**src/rtl/raster_scanner_if.sv**
```systemverilog
// Handshake-free bundle between the raster scanner and the video path.
// The scanner is the master; display/ROM logic consumes it as slave.
interface raster_scanner_if #(
    parameter int CW     = 10,
    parameter int ADDR_W = 12
);
    logic              i_en;
    logic [CW-1:0]     i_img_x0;
    logic [CW-1:0]     i_img_y0;
    logic [CW-1:0]     o_x;
    logic [CW-1:0]     o_y;
    logic              o_active;
    logic              o_hsync;
    logic              o_vsync;
    logic              o_frame_start;
    logic              o_line_end;
    logic              o_in_img;
    logic [ADDR_W-1:0] o_img_addr;

    modport master (
        input  i_en, i_img_x0, i_img_y0,
        output o_x, o_y, o_active, o_hsync, o_vsync,
        output o_frame_start, o_line_end, o_in_img, o_img_addr
    );

    modport slave (
        output i_en, i_img_x0, i_img_y0,
        input  o_x, o_y, o_active, o_hsync, o_vsync,
        input  o_frame_start, o_line_end, o_in_img, o_img_addr
    );
endinterface

```
**src/rtl/raster_scanner.sv**
```systemverilog
// Free-running raster counters with sync flags and a movable image window.
// Flags are computed from the next count so they register with it.
module raster_scanner #(
    parameter int H_ACTIVE = 640,
    parameter int H_FP     = 16,
    parameter int H_SYNC   = 96,
    parameter int H_BP     = 48,
    parameter int V_ACTIVE = 480,
    parameter int V_FP     = 10,
    parameter int V_SYNC   = 2,
    parameter int V_BP     = 33,
    parameter bit HS_POL   = 1'b0,
    parameter bit VS_POL   = 1'b0,
    parameter int IMG_W    = 64,
    parameter int IMG_H    = 64,
    parameter int CW       = 10,
    parameter int ADDR_W   = 12
) (
    input logic clk,
    input logic rst,
    raster_scanner_if.master bus
);
    localparam int H_TOTAL = H_ACTIVE + H_FP + H_SYNC + H_BP;
    localparam int V_TOTAL = V_ACTIVE + V_FP + V_SYNC + V_BP;

    localparam logic [CW-1:0] H_LAST = CW'(H_TOTAL - 1);
    localparam logic [CW-1:0] V_LAST = CW'(V_TOTAL - 1);
    localparam logic [CW-1:0] C_ONE  = CW'(1);

    localparam logic [CW:0] H_ACT = (CW+1)'(H_ACTIVE);
    localparam logic [CW:0] V_ACT = (CW+1)'(V_ACTIVE);
    localparam logic [CW:0] HS_LO = (CW+1)'(H_ACTIVE + H_FP);
    localparam logic [CW:0] HS_HI = (CW+1)'(H_ACTIVE + H_FP + H_SYNC);
    localparam logic [CW:0] VS_LO = (CW+1)'(V_ACTIVE + V_FP);
    localparam logic [CW:0] VS_HI = (CW+1)'(V_ACTIVE + V_FP + V_SYNC);
    localparam logic [CW:0] IW    = (CW+1)'(IMG_W);
    localparam logic [CW:0] IH    = (CW+1)'(IMG_H);

    localparam logic [ADDR_W-1:0] ROW_STEP = ADDR_W'(IMG_W);
    localparam logic [ADDR_W-1:0] A_ONE    = ADDR_W'(1);

    logic [CW-1:0]     r_x, r_y, r_x0, r_y0;
    logic [ADDR_W-1:0] r_rowbase, r_addr;
    logic              r_active, r_hsync, r_vsync;
    logic              r_fs, r_le, r_in_img;

    logic              w_hwrap, w_fwrap, w_img_row;
    logic [CW-1:0]     w_nx, w_ny, w_nx0, w_ny0;
    logic [CW:0]       w_ex, w_ey, w_ex0, w_ey0;
    logic              w_nact, w_nin, w_nhs, w_nvs;
    logic [ADDR_W-1:0] w_nrow, w_naddr;

    always_comb begin
        w_hwrap = (r_x == H_LAST);
        w_fwrap = w_hwrap && (r_y == V_LAST);
        w_nx    = w_hwrap ? '0 : r_x + C_ONE;
        w_ny    = r_y;
        if (w_hwrap)
            w_ny = w_fwrap ? '0 : r_y + C_ONE;
        w_nx0   = w_fwrap ? bus.i_img_x0 : r_x0;
        w_ny0   = w_fwrap ? bus.i_img_y0 : r_y0;

        // One extra bit so a window past the edge clips instead of wrapping
        w_ex    = {1'b0, w_nx};
        w_ey    = {1'b0, w_ny};
        w_ex0   = {1'b0, w_nx0};
        w_ey0   = {1'b0, w_ny0};

        w_nact  = (w_ex < H_ACT) && (w_ey < V_ACT);
        w_nin   = w_nact
               && (w_ex >= w_ex0) && (w_ex < w_ex0 + IW)
               && (w_ey >= w_ey0) && (w_ey < w_ey0 + IH);
        w_nhs   = (w_ex >= HS_LO) && (w_ex < HS_HI);
        w_nvs   = (w_ey >= VS_LO) && (w_ey < VS_HI);

        w_img_row = ({1'b0, r_y} >= {1'b0, r_y0})
                 && ({1'b0, r_y} < {1'b0, r_y0} + IH);
        w_nrow  = r_rowbase;
        if (w_fwrap)
            w_nrow = '0;
        else if (w_hwrap && w_img_row)
            w_nrow = r_rowbase + ROW_STEP;

        // Row start reloads from the row base, otherwise step by one
        w_naddr = '0;
        if (w_nin)
            w_naddr = r_in_img ? r_addr + A_ONE : w_nrow;
    end

    always_ff @(posedge clk or posedge rst) begin
        if (rst) begin
            r_x       <= '0;
            r_y       <= '0;
            r_x0      <= '0;
            r_y0      <= '0;
            r_rowbase <= '0;
            r_addr    <= '0;
            r_active  <= 1'b1;
            r_hsync   <= ~HS_POL;
            r_vsync   <= ~VS_POL;
            r_fs      <= 1'b1;
            r_le      <= 1'b0;
            r_in_img  <= 1'b1;
        end else if (bus.i_en) begin
            r_x       <= w_nx;
            r_y       <= w_ny;
            r_x0      <= w_nx0;
            r_y0      <= w_ny0;
            r_rowbase <= w_nrow;
            r_addr    <= w_naddr;
            r_active  <= w_nact;
            r_hsync   <= w_nhs ? HS_POL : ~HS_POL;
            r_vsync   <= w_nvs ? VS_POL : ~VS_POL;
            r_fs      <= (w_nx == '0) && (w_ny == '0);
            r_le      <= (w_nx == H_LAST);
            r_in_img  <= w_nin;
        end
    end

    assign bus.o_x           = r_x;
    assign bus.o_y           = r_y;
    assign bus.o_active      = r_active;
    assign bus.o_hsync       = r_hsync;
    assign bus.o_vsync       = r_vsync;
    assign bus.o_frame_start = r_fs;
    assign bus.o_line_end    = r_le;
    assign bus.o_in_img      = r_in_img;
    assign bus.o_img_addr    = r_addr;
endmodule

```
**src/flat_wrapper.sv**
```systemverilog
// flat-port wrapper written by rule: the top's interface ports become plain ports
module raster_scanner_flat 
#(
    parameter int H_ACTIVE = 640,
    parameter int H_FP     = 16,
    parameter int H_SYNC   = 96,
    parameter int H_BP     = 48,
    parameter int V_ACTIVE = 480,
    parameter int V_FP     = 10,
    parameter int V_SYNC   = 2,
    parameter int V_BP     = 33,
    parameter bit HS_POL   = 1'b0,
    parameter bit VS_POL   = 1'b0,
    parameter int IMG_W    = 64,
    parameter int IMG_H    = 64,
    parameter int CW       = 10,
    parameter int ADDR_W   = 12
)
  (clk, rst, bus_i_en, bus_i_img_x0, bus_i_img_y0, bus_o_x, bus_o_y, bus_o_active, bus_o_hsync, bus_o_vsync, bus_o_frame_start, bus_o_line_end, bus_o_in_img, bus_o_img_addr);
  raster_scanner_if #(.CW(CW), .ADDR_W(ADDR_W)) bus_i ();
  input logic clk;
  input logic rst;
  input wire logic [$bits(bus_i.i_en)-1:0] bus_i_en;
  input wire logic [$bits(bus_i.i_img_x0)-1:0] bus_i_img_x0;
  input wire logic [$bits(bus_i.i_img_y0)-1:0] bus_i_img_y0;
  output wire logic [$bits(bus_i.o_x)-1:0] bus_o_x;
  output wire logic [$bits(bus_i.o_y)-1:0] bus_o_y;
  output wire logic [$bits(bus_i.o_active)-1:0] bus_o_active;
  output wire logic [$bits(bus_i.o_hsync)-1:0] bus_o_hsync;
  output wire logic [$bits(bus_i.o_vsync)-1:0] bus_o_vsync;
  output wire logic [$bits(bus_i.o_frame_start)-1:0] bus_o_frame_start;
  output wire logic [$bits(bus_i.o_line_end)-1:0] bus_o_line_end;
  output wire logic [$bits(bus_i.o_in_img)-1:0] bus_o_in_img;
  output wire logic [$bits(bus_i.o_img_addr)-1:0] bus_o_img_addr;
  assign bus_i.i_en = bus_i_en;
  assign bus_i.i_img_x0 = bus_i_img_x0;
  assign bus_i.i_img_y0 = bus_i_img_y0;
  assign bus_o_x = bus_i.o_x;
  assign bus_o_y = bus_i.o_y;
  assign bus_o_active = bus_i.o_active;
  assign bus_o_hsync = bus_i.o_hsync;
  assign bus_o_vsync = bus_i.o_vsync;
  assign bus_o_frame_start = bus_i.o_frame_start;
  assign bus_o_line_end = bus_i.o_line_end;
  assign bus_o_in_img = bus_i.o_in_img;
  assign bus_o_img_addr = bus_i.o_img_addr;
  raster_scanner #(.H_ACTIVE(H_ACTIVE), .H_FP(H_FP), .H_SYNC(H_SYNC), .H_BP(H_BP), .V_ACTIVE(V_ACTIVE), .V_FP(V_FP), .V_SYNC(V_SYNC), .V_BP(V_BP), .HS_POL(HS_POL), .VS_POL(VS_POL), .IMG_W(IMG_W), .IMG_H(IMG_H), .CW(CW), .ADDR_W(ADDR_W)) u_core (.clk(clk), .rst(rst), .bus(bus_i));
endmodule
```
**config.mk**
```make
export PLATFORM = sky130hd
export DESIGN_NAME = raster_scanner_flat
export DESIGN_NICKNAME = d
export VERILOG_FILES = /design/src/rtl/raster_scanner_if.sv /design/src/rtl/raster_scanner.sv /design/src/flat_wrapper.sv
export SDC_FILE = /design/constraint.sdc
export NUM_CORES = 1
export LEC_CHECK = 0
export BUFFER_PORTS_ARGS = -buffer_cell sky130_fd_sc_hd__buf_4
export CORE_UTILIZATION = 40
export CTS_CLUSTER_SIZE = 24
export DETAILED_ROUTE_END_ITERATION = 8
export PLACE_DENSITY = 0.58
export RECOVER_POWER = 50
export SYNTH_ARGS = -nofsm -noshare
export SYNTH_HDL_FRONTEND = slang
export SYNTH_SLANG_ARGS = --single-unit
```
**constraint.sdc**
```tcl
create_clock -name clk -period 4 [get_ports clk]
set_input_delay 0.4 -clock clk [delete_from_list [all_inputs] [get_ports clk]]
set_output_delay 0.4 -clock clk [all_outputs]
set_load 0.01 [all_outputs]
```
==> run_results.csv <==
group,metric,value,unit
setup_path,critPathLaunchType,"flop",
yosys,synthTopCellsByCount,"dfrtp_1 (65), ha_1 (51), a21oi_1 (35)",
finish,area_delta_synth_final,30.2,%
sta,whs,0.278,ns
clock_network,cts_root_buffer,"clkbuf_16",
placement,gp_congestion,0.859,
setup_path,r2r_slack,-0.07,ns
power_and_ir_drop,seq_power_share,30.2,%
power_and_ir_drop,p_leak,0.00328,µW
power_and_ir_drop,p_per_area,398,nW/µm²
yosys,async_reset_ff_share,100,%
hold_path,min_delay_path_depth,2,
sta,fmax,246,MHz
grt,grt_use_total,24.2,%
drt,drt_iter0_markers,336,
setup_path,slowest_delay,0.58,ns
finish,design_area,7070,µm²
yosys,yosys_most_used_dff,"dfrtp_1",
placement,dp_hpwl,11.8,mm
sta,fin_ws,-0.0651,ns
power_and_ir_drop,clkPwrFrac,30.5,%
yosys,synth_area_leaders,"dfrtp_1 (30%), ha_1 (12%), mux2_2 (4.1%)",
drt,routed_via_density,5.76,
clock_network,clock_path_buffers,2,
power_and_ir_drop,p_int,1800,µW
sta,fin_crit_sh,102,%
yosys,synth_area_leader_cell,"dfrtp_1",
yosys,yosysMostFrequentCell,"dfrtp_1",
run,drv_cap,1,
status,status,"complete, but fails checks",
placement,dpl-instance-area,6560,µm²
sta,fin_worst_skew,0.00995,ns
grt,grt_pass1_wl,26.5,mm
setup_path,worstReg2RegStart,"u_core.bus.o_y[0]",
power_and_ir_drop,switching_share,36.2,%
placement,port_buffers,60,
setup_path,r2r_cells,17,
die,die_x,119,µm
drt,ant_nets,0,
setup_path,worst-path-max-fanout,7,
drt,wl_per_cell,18.3,µm
finish,regArea,1760,µm²
setup_path,critPathCaptureType,"flop",
setup_path,cp_slowest_cell,"or4_4",
yosys,syn_inst,579,
setup_path,worstPathRequired,4.24,ns
setup_path,worst_r2r_endpoint,"u_core.bus.o_img_addr[7]",
sta,slew_headroom,-40.8,%
die,die_h,119,µm
drt,first_pass_iters,4,
hold_path,hold_end,"u_core.r_y0[1]",
die,boundaryPins,61,
sta,worst_pin_slew,2.11,ns
grt,globalRouteOverflowTotal,0,
yosys,netlist_area,5430,µm²
finish,drive_gt1_share,28.9,%
yosys,synth_top_cell_area_share,30.0,%
finish,antennaDiodeCount,0,
die,design.core.area,13200,µm²
clock_network,cts.reportedPaths.clkPinSlew,0.06,ns
clock_network,clock-sinks,70,
clock_network,cts_tree,"done",
finish,fin_nets,767,
sta,report.final.slew_viol_count,38,
hold_path,min_from,"bus_i_img_y0[1]",
drt,wirelength,16.0,mm
power_and_ir_drop,p_comb_share,39.3,%
yosys,synth_enable_flop_cells,0,
sta,grt_setup_unrepaired,"true",
clock_network,cts_max_level,3,
power_and_ir_drop,power.switching,1020,µW
setup_path,crit_arrival,4.31,ns
die,rows,42,
status,violations,"max-capacitance violations, max-slew violations, negative setup slack",
yosys,ys_ff_latch,70,
setup_path,critical_path_class,"flop to flop",
yosys,synth_nets,653,
yosys,ys_seq_area_share,32.4,%
grt,grt_max_degree,55,
yosys,avgSynthCellArea,9.38,µm²
sta,final_hold_viol_count,0,
sta,period_needed,4.07,ns
die,initial_utilization,41.0,%
drt,vias,5033,
grt,antenna_found_initial,0,
clock_network,cts_buffers,9,
finish,n_fill_cell,1256,
clock_network,clock_latency,0.35,ns
finish,multi_input_area,3670,µm²
grt,grt_pass1_vias,5142,
hold_path,hold_path.class,"primary input to flop",
sta,setup_viol,13,
drt,detail_route.drc_violations,0,
die,fp.dieArea,14000,µm²
yosys,yosysWarnings,0,
yosys,ys_types,72,
power_and_ir_drop,worst_ir_drop_vdd,0.342,mV
setup_path,path_cells,"inv_2 > ha_4 > and4bb_1 > nand4_1 > nor2_4 > buf_6 > mux2i_2 > inv_1 > ha_2 > xor2_1 > ha_1 > a2111o_1 > o32ai_2 > a211oi_1 > or4_4 > buf_12 > o41ai_2",
==> layout make-up <==
type	instances	area share, %
multi-input cells	443	51.9
well taps	176	3.11
clock inverters	4	0.761
repair buffers	134	13.7
inverters	35	1.86
flip-flops and latches	70	24.9
clock buffers	12	3.77
==> power by group through the flow <==
stage | sequential, µW | combinational [µW] | clock (µW)
2_1_floorplan | 866 | 661 | 0
3_3_place_gp | 857 | 1020 | 0
3_5_place_dp | 863 | 1030 | 0
4_1_cts | 850 | 1100 | 883
5_1_grt | 861 | 1220 | 906
6_report | 851 | 1110 | 859
==> metrics by stage <==
stage | power [µW] | utilization [%] | TNS (ns) | setup WS [ns] | std cells
finish | 2820 | 53.4 | -0.580 | -0.0651 | 874
global route | 2990 | 53.4 | -2.51 | -0.206 | 874
CTS | 2840 | 53.3 | -0.148 | -0.0906 | 873
detailed placement | 1890 | 49.5 | -1.07 | -0.159 | 848
global placement | 1870 | 49.5 | -0.00732 | -0.00324 | 848
floorplan | 1530 | - | -2.25 | -0.182 | 579
==> cell usage in the layout, fill, tap and decap left out, types with 7 or more instances in the layout <==
cell       instances
mux2_1             9
and2_1            14
buf_4            113
nor2_1            16
ha_1              48
a2111oi_0          7
clkbuf_16          9
o41ai_2            7
a21oi_1           30
xnor2_1           19
dfrtp_1           65
nor3_1            12
o21ai_0           12
mux2i_1           13
nand4_1           13
inv_1             32
clkbuf_1          17
xor2_1            13
nand3_1           28
and3_1             9
a211oi_1           9
nand2_1           30
nand2b_1          16
a211o_1            9
mux2_2            20
==> worst max path at each step <==
stage / depth (start not counted) / slack [ns] / from / end
finish: 17 / -0.07 / u_core.bus.o_y[0] / u_core.bus.o_img_addr[7]
global route: 17 / -0.21 / u_core.bus.o_y[0] / u_core.bus.o_img_addr[6]
CTS: 18 / -0.09 / u_core.bus.o_y[1] / u_core.bus.o_img_addr[1]
detailed placement: 18 / -0.16 / u_core.bus.o_y[0] / u_core.bus.o_img_addr[1]
global placement: 16 / -0.003 / u_core.bus.o_y[0] / u_core.bus.o_img_addr[3]
floorplan: 17 / -0.18 / u_core.bus.o_y[0] / u_core.bus.o_img_addr[0]
==> flip-flops by register name (all words and copies together), names as in the netlist <==
signal and flops:
u_core.bus.o_line_end 1, u_core.bus.o_y 10, u_core.bus.o_frame_start 1, u_core.bus.o_active 1
u_core.bus.o_img_addr 12, u_core.r_y0 10, u_core.r_rowbase 12, u_core.bus.o_in_img 1
u_core.bus.o_vsync 1, u_core.r_x0 10, u_core.bus.o_hsync 1, u_core.bus.o_x 10
==> critical path, delay by kind of cell, from the launching register on <==
kind	cells	cell delay (ns)
flip-flops	1	0.39
multiplexers	1	0.22
buffers and inverters	4	0.48
adder cells (fa/ha/maj)	3	0.61
XOR/XNOR	1	0.16
AO/OA/AOI/OAI	4	0.93
AND/OR/NAND/NOR	4	1.16
==> timing repair <==
| action | CTS | global route |
|---|---|---|
| setup buffers | 9 | 2 |
| hold buffers | 0 | 0 |
| endpoints found under the setup margin | 11 | 13 |
| gates cloned | 0 | 0 |
| gates resized for setup | 20 | 10 |
| pin swaps | 14 | 13 |
==> cell families (layout without fill, tap and decap cells) <==
logic type	after synthesis	count (layout)	synth area share, %
buffers and inverters	66	185	4.88
AOI/OAI and AO/OA	136	136	17.7
xor gates and xnor gates	33	33	5.32
muxes	45	45	8.96
and+or+nand+nor	178	178	19.0
DFF	70	70	32.4
adders and majority gates	51	51	11.8
==> layer usage <==
metal	GRT usage (%)	wire [µm]	up-vias
li1	-	-	2401
met1	32.0	7320	2464
met5	0	0	-
met4	12.3	562	0
met2	38.2	7470	130
met3	3.81	651	38
(Power assumes the default switching activity.)
